<file path="config.mk">
export PLATFORM = sky130hd
export DESIGN_NAME = forwarding_hazard_ctrl
export DESIGN_NICKNAME = d
export VERILOG_FILES = /design/src/rtl/forwarding_hazard_ctrl_pkg.sv /design/src/rtl/forwarding_hazard_ctrl_fwd_operand_cmp.sv /design/src/rtl/forwarding_hazard_ctrl.sv
export SDC_FILE = /design/constraint.sdc
export NUM_CORES = 1
export LEC_CHECK = 0
export ABC_AREA = 1
export CAP_MARGIN = 25
export CORE_ASPECT_RATIO = 1.1
export CORE_UTILIZATION = 40
export CTS_CLUSTER_SIZE = 28
export DETAILED_ROUTE_END_ITERATION = 7
export GPL_ROUTABILITY_DRIVEN = 1
export HOLD_SLACK_MARGIN = 0.06
export PLACE_DENSITY = 0.69
export SKIP_CTS_REPAIR_TIMING = 1
export SYNTH_ARGS = -nofsm -noshare
export SYNTH_HDL_FRONTEND = slang
export SYNTH_SLANG_ARGS = --single-unit
</file>
<file path="constraint.sdc">
create_clock -name clk -period 1.86 [get_ports clk]
set_input_delay 0.558 -clock clk [delete_from_list [all_inputs] [get_ports clk]]
set_output_delay 0.558 -clock clk [all_outputs]
set_load 0.005 [all_outputs]
</file>
<file path="src/rtl/forwarding_hazard_ctrl_pkg.sv">
// rtl/forwarding_hazard_ctrl_pkg.sv - shared encodings for the forwarding/hazard controller
package forwarding_hazard_ctrl_pkg;

  localparam int REG_AW_DEF = 4;

  localparam logic [1:0] FWD_REGFILE = 2'b00;
  localparam logic [1:0] FWD_WB      = 2'b01;
  localparam logic [1:0] FWD_RET     = 2'b10;

  typedef enum logic {
    ST_RUN   = 1'b0,
    ST_STALL = 1'b1
  } state_e;

endpackage

</file>
<file path="src/rtl/forwarding_hazard_ctrl_fwd_operand_cmp.sv">
// rtl/forwarding_hazard_ctrl_fwd_operand_cmp.sv - per-operand match against EX/WB producers
module fwd_operand_cmp
  import forwarding_hazard_ctrl_pkg::*;
#(
  parameter int REG_AW   = REG_AW_DEF,
  parameter bit ZERO_REG = 1'b1
) (
  input  logic [REG_AW-1:0] src,
  input  logic              used,
  input  logic              ex_v,
  input  logic              ex_wr,
  input  logic              ex_ld,
  input  logic [REG_AW-1:0] ex_dest,
  input  logic              wb_v,
  input  logic              wb_wr,
  input  logic [REG_AW-1:0] wb_dest,
  output logic [1:0]        sel,
  output logic              load_hit
);

  logic src_zero;
  logic match_ex;
  logic match_wb;

  assign src_zero = ZERO_REG && (src == '0);
  assign match_ex = used && ex_v && ex_wr && (src == ex_dest) && !src_zero;
  assign match_wb = used && wb_v && wb_wr && (src == wb_dest) && !src_zero;
  assign load_hit = match_ex && ex_ld;

  // The EX producer is younger than the WB one, so it wins.
  always_comb begin
    sel = FWD_REGFILE;
    if (match_ex) begin
      sel = FWD_WB;
    end else if (match_wb) begin
      sel = FWD_RET;
    end
  end

endmodule

</file>
<file path="src/rtl/forwarding_hazard_ctrl.sv">
// rtl/forwarding_hazard_ctrl.sv - in-flight dest tracking, operand forwarding selects and load-use stall
module forwarding_hazard_ctrl
  import forwarding_hazard_ctrl_pkg::*;
#(
  parameter int REG_AW     = REG_AW_DEF,
  parameter int LOAD_STALL = 1,
  parameter bit ZERO_REG   = 1'b1,
  parameter int CNT_W      = 16
) (
  input  logic              clk,
  input  logic              rst_n,
  input  logic              id_valid,
  input  logic [REG_AW-1:0] id_src_a,
  input  logic              id_src_a_used,
  input  logic [REG_AW-1:0] id_src_b,
  input  logic              id_src_b_used,
  input  logic [REG_AW-1:0] id_dest,
  input  logic              id_wr_en,
  input  logic              id_is_load,
  input  logic              flush,
  output logic [1:0]        fwd_sel_a,
  output logic [1:0]        fwd_sel_b,
  output logic              stall_if_id,
  output logic              bubble_ex,
  output logic [REG_AW-1:0] ex_dest,
  output logic [REG_AW-1:0] wb_dest,
  output logic [CNT_W-1:0]  stall_cycles
);

  localparam logic [2:0] STALL_RELOAD = 3'(LOAD_STALL - 1);

  logic              ex_v_q, ex_v_d;
  logic [REG_AW-1:0] ex_dest_q, ex_dest_d;
  logic              ex_wr_q, ex_wr_d;
  logic              ex_ld_q, ex_ld_d;
  logic              wb_v_q, wb_v_d;
  logic [REG_AW-1:0] wb_dest_q, wb_dest_d;
  logic              wb_wr_q, wb_wr_d;
  logic [1:0]        fwd_sel_a_q, fwd_sel_a_d;
  logic [1:0]        fwd_sel_b_q, fwd_sel_b_d;
  state_e            state_q, state_d;
  logic [2:0]        cnt_q, cnt_d;
  logic [CNT_W-1:0]  stall_cycles_q, stall_cycles_d;

  logic [1:0] sel_a, sel_b;
  logic       hit_a, hit_b;
  logic       hazard;
  logic       id_go;

  fwd_operand_cmp #(.REG_AW(REG_AW), .ZERO_REG(ZERO_REG)) u_cmp_a (
    .src(id_src_a), .used(id_src_a_used),
    .ex_v(ex_v_q), .ex_wr(ex_wr_q), .ex_ld(ex_ld_q), .ex_dest(ex_dest_q),
    .wb_v(wb_v_q), .wb_wr(wb_wr_q), .wb_dest(wb_dest_q),
    .sel(sel_a), .load_hit(hit_a)
  );

  fwd_operand_cmp #(.REG_AW(REG_AW), .ZERO_REG(ZERO_REG)) u_cmp_b (
    .src(id_src_b), .used(id_src_b_used),
    .ex_v(ex_v_q), .ex_wr(ex_wr_q), .ex_ld(ex_ld_q), .ex_dest(ex_dest_q),
    .wb_v(wb_v_q), .wb_wr(wb_wr_q), .wb_dest(wb_dest_q),
    .sel(sel_b), .load_hit(hit_b)
  );

  // Both operands hitting the same load still yield a single stall sequence.
  assign hazard = id_valid && !flush && (hit_a || hit_b);

  always_ff @(posedge clk or negedge rst_n) begin
    if (!rst_n) begin
      state_q <= ST_RUN;
      cnt_q   <= '0;
    end else begin
      state_q <= state_d;
      cnt_q   <= cnt_d;
    end
  end

  always_comb begin
    state_d = state_q;
    cnt_d   = cnt_q;
    if (flush) begin
      state_d = ST_RUN;
      cnt_d   = '0;
    end else begin
      case (state_q)
        ST_RUN: begin
          if (hazard && (LOAD_STALL > 1)) begin
            state_d = ST_STALL;
            cnt_d   = STALL_RELOAD;
          end
        end
        ST_STALL: begin
          cnt_d = cnt_q - 3'd1;
          if (cnt_q == 3'd1) begin
            state_d = ST_RUN;
          end
        end
        default: begin
          state_d = ST_RUN;
          cnt_d   = '0;
        end
      endcase
    end
  end

  always_comb begin
    stall_if_id = 1'b0;
    if (!flush) begin
      case (state_q)
        ST_RUN:   stall_if_id = hazard;
        ST_STALL: stall_if_id = 1'b1;
        default:  stall_if_id = 1'b0;
      endcase
    end
  end

  assign id_go = id_valid && !flush && !stall_if_id;

  // Invalid entries carry dest 0 so ex_dest/wb_dest read 0 for bubbles.
  always_comb begin
    ex_v_d      = id_go;
    ex_dest_d   = id_go ? id_dest : '0;
    ex_wr_d     = id_go && id_wr_en;
    ex_ld_d     = id_go && id_is_load;
    wb_v_d      = ex_v_q;
    wb_dest_d   = ex_dest_q;
    wb_wr_d     = ex_wr_q;
    fwd_sel_a_d = id_go ? sel_a : FWD_REGFILE;
    fwd_sel_b_d = id_go ? sel_b : FWD_REGFILE;
    stall_cycles_d = stall_cycles_q;
    if (stall_if_id && (stall_cycles_q != {CNT_W{1'b1}})) begin
      stall_cycles_d = stall_cycles_q + CNT_W'(1);
    end
  end

  always_ff @(posedge clk or negedge rst_n) begin
    if (!rst_n) begin
      ex_v_q         <= 1'b0;
      ex_dest_q      <= '0;
      ex_wr_q        <= 1'b0;
      ex_ld_q        <= 1'b0;
      wb_v_q         <= 1'b0;
      wb_dest_q      <= '0;
      wb_wr_q        <= 1'b0;
      fwd_sel_a_q    <= FWD_REGFILE;
      fwd_sel_b_q    <= FWD_REGFILE;
      stall_cycles_q <= '0;
    end else begin
      ex_v_q         <= ex_v_d;
      ex_dest_q      <= ex_dest_d;
      ex_wr_q        <= ex_wr_d;
      ex_ld_q        <= ex_ld_d;
      wb_v_q         <= wb_v_d;
      wb_dest_q      <= wb_dest_d;
      wb_wr_q        <= wb_wr_d;
      fwd_sel_a_q    <= fwd_sel_a_d;
      fwd_sel_b_q    <= fwd_sel_b_d;
      stall_cycles_q <= stall_cycles_d;
    end
  end

  assign fwd_sel_a    = fwd_sel_a_q;
  assign fwd_sel_b    = fwd_sel_b_q;
  assign bubble_ex    = !ex_v_q;
  assign ex_dest      = ex_dest_q;
  assign wb_dest      = wb_dest_q;
  assign stall_cycles = stall_cycles_q;

endmodule

</file>
## Yosys cells after proc, flatten, opt, wreduce, memory -nomap -nowiden

Cells that the tools add are included.

| word-level totals | value |
|---|---|
| output and inout port bits | 30 |
| bits in registers | 37 |

| cells by class | value |
|---|---|
| multiplexer cells | 14 |
| equal/unequal tests | 6 |
| bitwise gates (word level) | 1 |
| reduce and logical (&&, ||, !) cells | 33 |
| add/subtract/negate cells | 2 |

Operators with widths:

| operator | number |
|---|---|
| logical AND 1 bit | 24 |
| adder 16 x 1 -> 16 bit, second input constant | 1 |
| equality test 4 bit | 4 |
| != test 16 bit, second input constant | 1 |
| two-way mux 2 bit | 6 |
| logical NOT 4 bit | 2 |
| two-way mux 3 bit | 2 |
| logical NOT 1 bit | 5 |
| two-way mux 1 bit | 4 |
| two-way mux 4 bit | 1 |
| equality test 3 x 1 -> 1 bit, second input constant | 1 |
| subtractor 3 x 1 -> 3 bit, second input constant | 1 |
| one-hot mux 1 bit (2 select lines) | 1 |
| nonzero test 2 bit | 1 |
| logical OR 1 bit | 1 |
| inverter 1 bit | 1 |

## Longest topological paths before layout

| logic depth | value |
|---|---|
| depth in word-level cells | 12 |
| depth in mapped cells | 13 |
| depth with buffers taken out | 12 |

## Cells and area by module

From an unflattened synthesis, not the netlist that was laid out.

| unflattened totals | value |
|---|---|
| cell total of the unflattened synthesis | 303 |
| area total of the unflattened synthesis | 2130.8 µm² |

By module, submodules not included:

| module | times used | cells an instance | area each (µm²) |
|---|---|---|---|
| forwarding_hazard_ctrl | 1 | 207 | 1722.9 |
| fwd_operand_cmp | 2 | 48 | 203.9 |

## Worst setup path before layout

Ideal clock, no wire load.

| timing path | value |
|---|---|
| kind | input to output |
| start | input port id_src_a[2] |
| end | output port stall_if_id |
| arrival time | 1.246 ns |
| data required time | 1.302 ns |
| slack | 0.056 ns |
| path buffers | 1 |
| cell stages on the path | 9 |
| path through | nor2_1 -> nand2_1 -> nand2_1 -> inv_1 -> nand3_1 -> nand2_1 -> nand2_1 -> nand2_2 -> buf_4 |

| on the way | value |
|---|---|
| word-level cells in the longest chain between the ends | 8 |
| elaborated cells on any way between the ends | 10 |
| classes of those cells | eq/ne (1); mux (2); reduce/logical (7) |

Ends and longest elaborated chain:

| element | RTL line | text |
|---|---|---|
| from (decl) | forwarding_hazard_ctrl.sv:13 | `input logic [REG_AW-1:0] id_src_a,` |
| equality test 4 bit / logical NOT 4 bit (equally long branches) | forwarding_hazard_ctrl_fwd_operand_cmp.sv:26, forwarding_hazard_ctrl_fwd_operand_cmp.sv:25 |  |
| logical AND 1 bit / logical NOT 1 bit (equally long branches) | forwarding_hazard_ctrl_fwd_operand_cmp.sv:26 | `assign match_ex = used && ex_v && ex_wr && (src == ex_dest) && !src_zero;` |
| logical AND 1 bit * | forwarding_hazard_ctrl_fwd_operand_cmp.sv:26 |  |
| logical AND 1 bit * | forwarding_hazard_ctrl_fwd_operand_cmp.sv:28 | `assign load_hit = match_ex && ex_ld;` |
| logical OR 1 bit * | forwarding_hazard_ctrl.sv:65 | `assign hazard = id_valid && !flush && (hit_a \|\| hit_b);` |
| logical AND 1 bit * | forwarding_hazard_ctrl.sv:65 |  |
| one-hot mux 1 bit (2 select lines) * | forwarding_hazard_ctrl.sv:108 | `case (state_q)` |
| two-way mux 1 bit * | forwarding_hazard_ctrl.sv:107 | `if (!flush) begin` |
| to (decl) | forwarding_hazard_ctrl.sv:23 | `output logic stall_if_id,` |

Mark *: on every way between the ends. The rest lies on a longest branch, timed or not.

## Worst setup path after layout

| timing path | value |
|---|---|
| start | input port id_valid |
| end | output port stall_if_id |

| on the way | value |
|---|---|
| word-level cells in the longest chain between the ends | 4 |

Ends and longest elaborated chain:

| element | RTL line | text |
|---|---|---|
| from (decl) | forwarding_hazard_ctrl.sv:12 | `input logic id_valid,` |
| logical AND 1 bit (2 in a row) | forwarding_hazard_ctrl.sv:65 |  |
| one-hot mux 1 bit (2 select lines) | forwarding_hazard_ctrl.sv:108 |  |
| two-way mux 1 bit | forwarding_hazard_ctrl.sv:107 |  |

No other way between the ends.

==> flow_summary.toml <==
[status]
outcome = "finished, violations left"
violations = "negative setup slack"

[power_and_ir_drop]
cellLeakagePower_nw = 1.503
irDropWorstVdd_mv = 0.3196
p_per_area_mw_per_mm2 = 537.1

[timing]
max_freq_ghz = 0.4869
setup_violations = 2
worstMarginPinSlew_ns = 0.4773
final.min_clock_period_ns = 2.054
period_share = 1.104
hold_violations = 0
drv_slew = 0
finClkSkew_ns = 0.005001
relSlewSlack = 0.6818
rsz0062_at_grt = "true"
fin_tns_setup_ns = -0.1989
fin_ws_ns = -0.1940

[place]
placed_area_sq_mm = 0.002663
io_buffer_count = 49
dp_hpwl_microns = 3356
globalplace.congestion = 0.8720

[worst_setup_path]
path_buf_inv = 2
cp_cell_sequence = "clkdlybuf4s50_1 -> and3_1 -> nand2_2 -> nand2_2 -> clkbuf_2"
cp.required_ns = 1.30
reg2reg_slack_ns = 0.16
r2r-start = "stall_cycles[0]"
arrival_ns = 1.50
cpPeakStageDelay_ns = 0.48
r2r-end = "stall_cycles[11]"
crit_fanout = 2
crit_path_end_kind = "output port"
critical_path.most_common_cell = "nand2_2"
cp_top_family = "buffers and inverters"
crit_type = "in -> out"
cp-start-kind = "primary input"
ff2ff_path_depth = 10
slowest_stage = "clkdlybuf4s50_1"

[layout]
fin_util = 0.5956
drive_gt1_frac = 0.1829
num-fill-cells = 452
syn_to_final_growth_pct = 40.26
antenna_cells = 0
design_area_sq_mm = 0.002829
nets = 350
layout_commonest_cell = "nand2_1"
final_cell_mix = "71 x nand2_1, 33 x inv_1, 32 x clkdlybuf4s50_1, 30 x dfrtp_1, 25 x nor2_1"

[global_route]
grt_usage = 0.1847
grt_pass1_vias = 1757
grt_max_degree = 38
grt_overflow = 0
grt_pass1_wl_microns = 7866
antenna_found_initial = 0

[clock_tree]
clk_latency_ns = 0.29
cts_buffer_depth = 2
numCtsBuffers = 5
cts_htree_levels = 2
cts.sinks = 37
cts-root-buf = "clkbuf_8"
clk_pin_slew_ns = 0.07
cts_tree = "yes"

[run]
drv_cap = 0

[floorplanning]
die_area_sq_mm = 0.005331
die_w_microns = 69.71
start_util = 0.4247
fp.coreArea_sq_mm = 0.004750
io_pins = 50
die_h_microns = 76.48
rows = 26

[synthesis]
synth.distinct_cells = 22
synth_seq_area_share = 0.4591
synthesis.nets = 277
yosys_register_bits = 37
yosys_warnings = 0
netlist_area_sq_mm = 0.002017
avgSynthCellArea_sq_um = 7.941
synth_cells = 254

[drt]
finalWirelength_microns = 4675
wl_per_cell_microns = 12.17
drc = 0
detail_route.first_pass.iterations = 4
ant_nets = 0
routed-via-count = 1855
viasPerCell = 4.831
drtIter0Drc = 118

[worst_hold_path]
hold_class = "in -> async"
-- logic make-up (layout without fill, tap and decap cells) --
group                    Yosys count  count (layout)  synth area share
XOR/XNOR                          21              21           0.09119
buffers and inverters             41             115           0.08808
adder cells (fa/ha/maj)            3               3           0.01861
AND/OR/NAND/NOR                  145             145            0.3257
AO/OA/AOI/OAI                      7               7           0.01737
flip-flops                        37              37            0.4591
-- routing by layer --
metal,up-vias,track usage,wire length [microns]
li1,933,-,-
met1,870,0.2193,2020
met2,46,0.3252,2342
met3,6,0.05026,251
met4,0,0.05400,61
met5,-,0,0
-- area by class of cell --
| class | count | area (sq um) | share of cell area |
|---|---|---|---|
| clock inverters | 2 | 10.01 | 0.003538 |
| inverters | 36 | 135.1 | 0.04777 |
| clock buffers | 6 | 72.57 | 0.02565 |
| repair buffers | 71 | 658.1 | 0.2326 |
| multi-input cells | 176 | 948.4 | 0.3353 |
| flip-flops and latches | 37 | 934.6 | 0.3304 |
| well taps | 56 | 70.07 | 0.02477 |
-- report_power, final --
part	internal, mW	total [mW]	switching (mW)
sequential	0.815	0.826	0.0108
combinational	0.0803	0.151	0.0703
clock	0.260	0.543	0.283
-- how the worst max path moves through the flow --
| stage | from | endpoint | slack, ns | cells after the start |
|---|---|---|---|---|
| 5_1_grt | ex_wr_q | stall_if_id | -0.26 | 9 |
| 3_3_place_gp | id_src_a[2] | stall_if_id | -0.94 | 10 |
| 3_5_place_dp | id_src_a[2] | stall_if_id | -0.96 | 10 |
| 2_1_floorplan | id_src_a[2] | stall_if_id | 0.06 | 9 |
| 6_report | id_valid | stall_if_id | -0.19 | 5 |
| 4_1_cts | id_src_a[2] | stall_if_id | -0.97 | 10 |
-- worst register-to-register path, delay by kind of cell, from the launching register on --
kind,cells,cell delay (ns)
and+or+nand+nor,8,0.89
DFF,1,0.43
buffers and inverters,1,0.05
adders and majority gates,1,0.23
-- sequential cells by signal (all words and copies together) (netlist names) --
signal,count
wb_dest,4
state_q,1
wb_v_q,1
wb_wr_q,1
ex_dest,4
fwd_sel_b,2
ex_ld_q,1
ex_v_q,1
fwd_sel_a,2
cnt_q,3
ex_wr_q,1
stall_cycles,16
-- synth_stat cells, drive strengths merged --
master	instances	area (sq um)
nand2	77	314.0
dfrtp	37	925.9
inv	36	135.1
nor2	28	120.1
nand3	25	125.1
xor2	12	105.1
xnor2	9	78.83
nand4	7	43.79
nor3	6	41.29
buf	5	42.53
a21oi	4	20.02
ha	3	37.54
o21ai	3	15.01
and3	1	6.260
nor4	1	6.260
-- stage by stage --
| stage | setup slack (ns) | std cells | power (mW) | hold WS, ns |
|---|---|---|---|---|
| 2_1_floorplan | 0.05585 | 254 | 0.8879 | 0.2624 |
| 3_3_place_gp | -0.9432 | 370 | 0.9960 | 0.3879 |
| 3_5_place_dp | -0.9618 | 370 | 0.9986 | 0.3969 |
| 4_1_cts | -0.9725 | 378 | 1.542 | 0.3233 |
| 5_1_grt | -0.2578 | 384 | 1.594 | 0.3428 |
| 6_report | -0.1940 | 384 | 1.520 | 0.3069 |
Note: power is estimated with default switching activity, not from simulation.
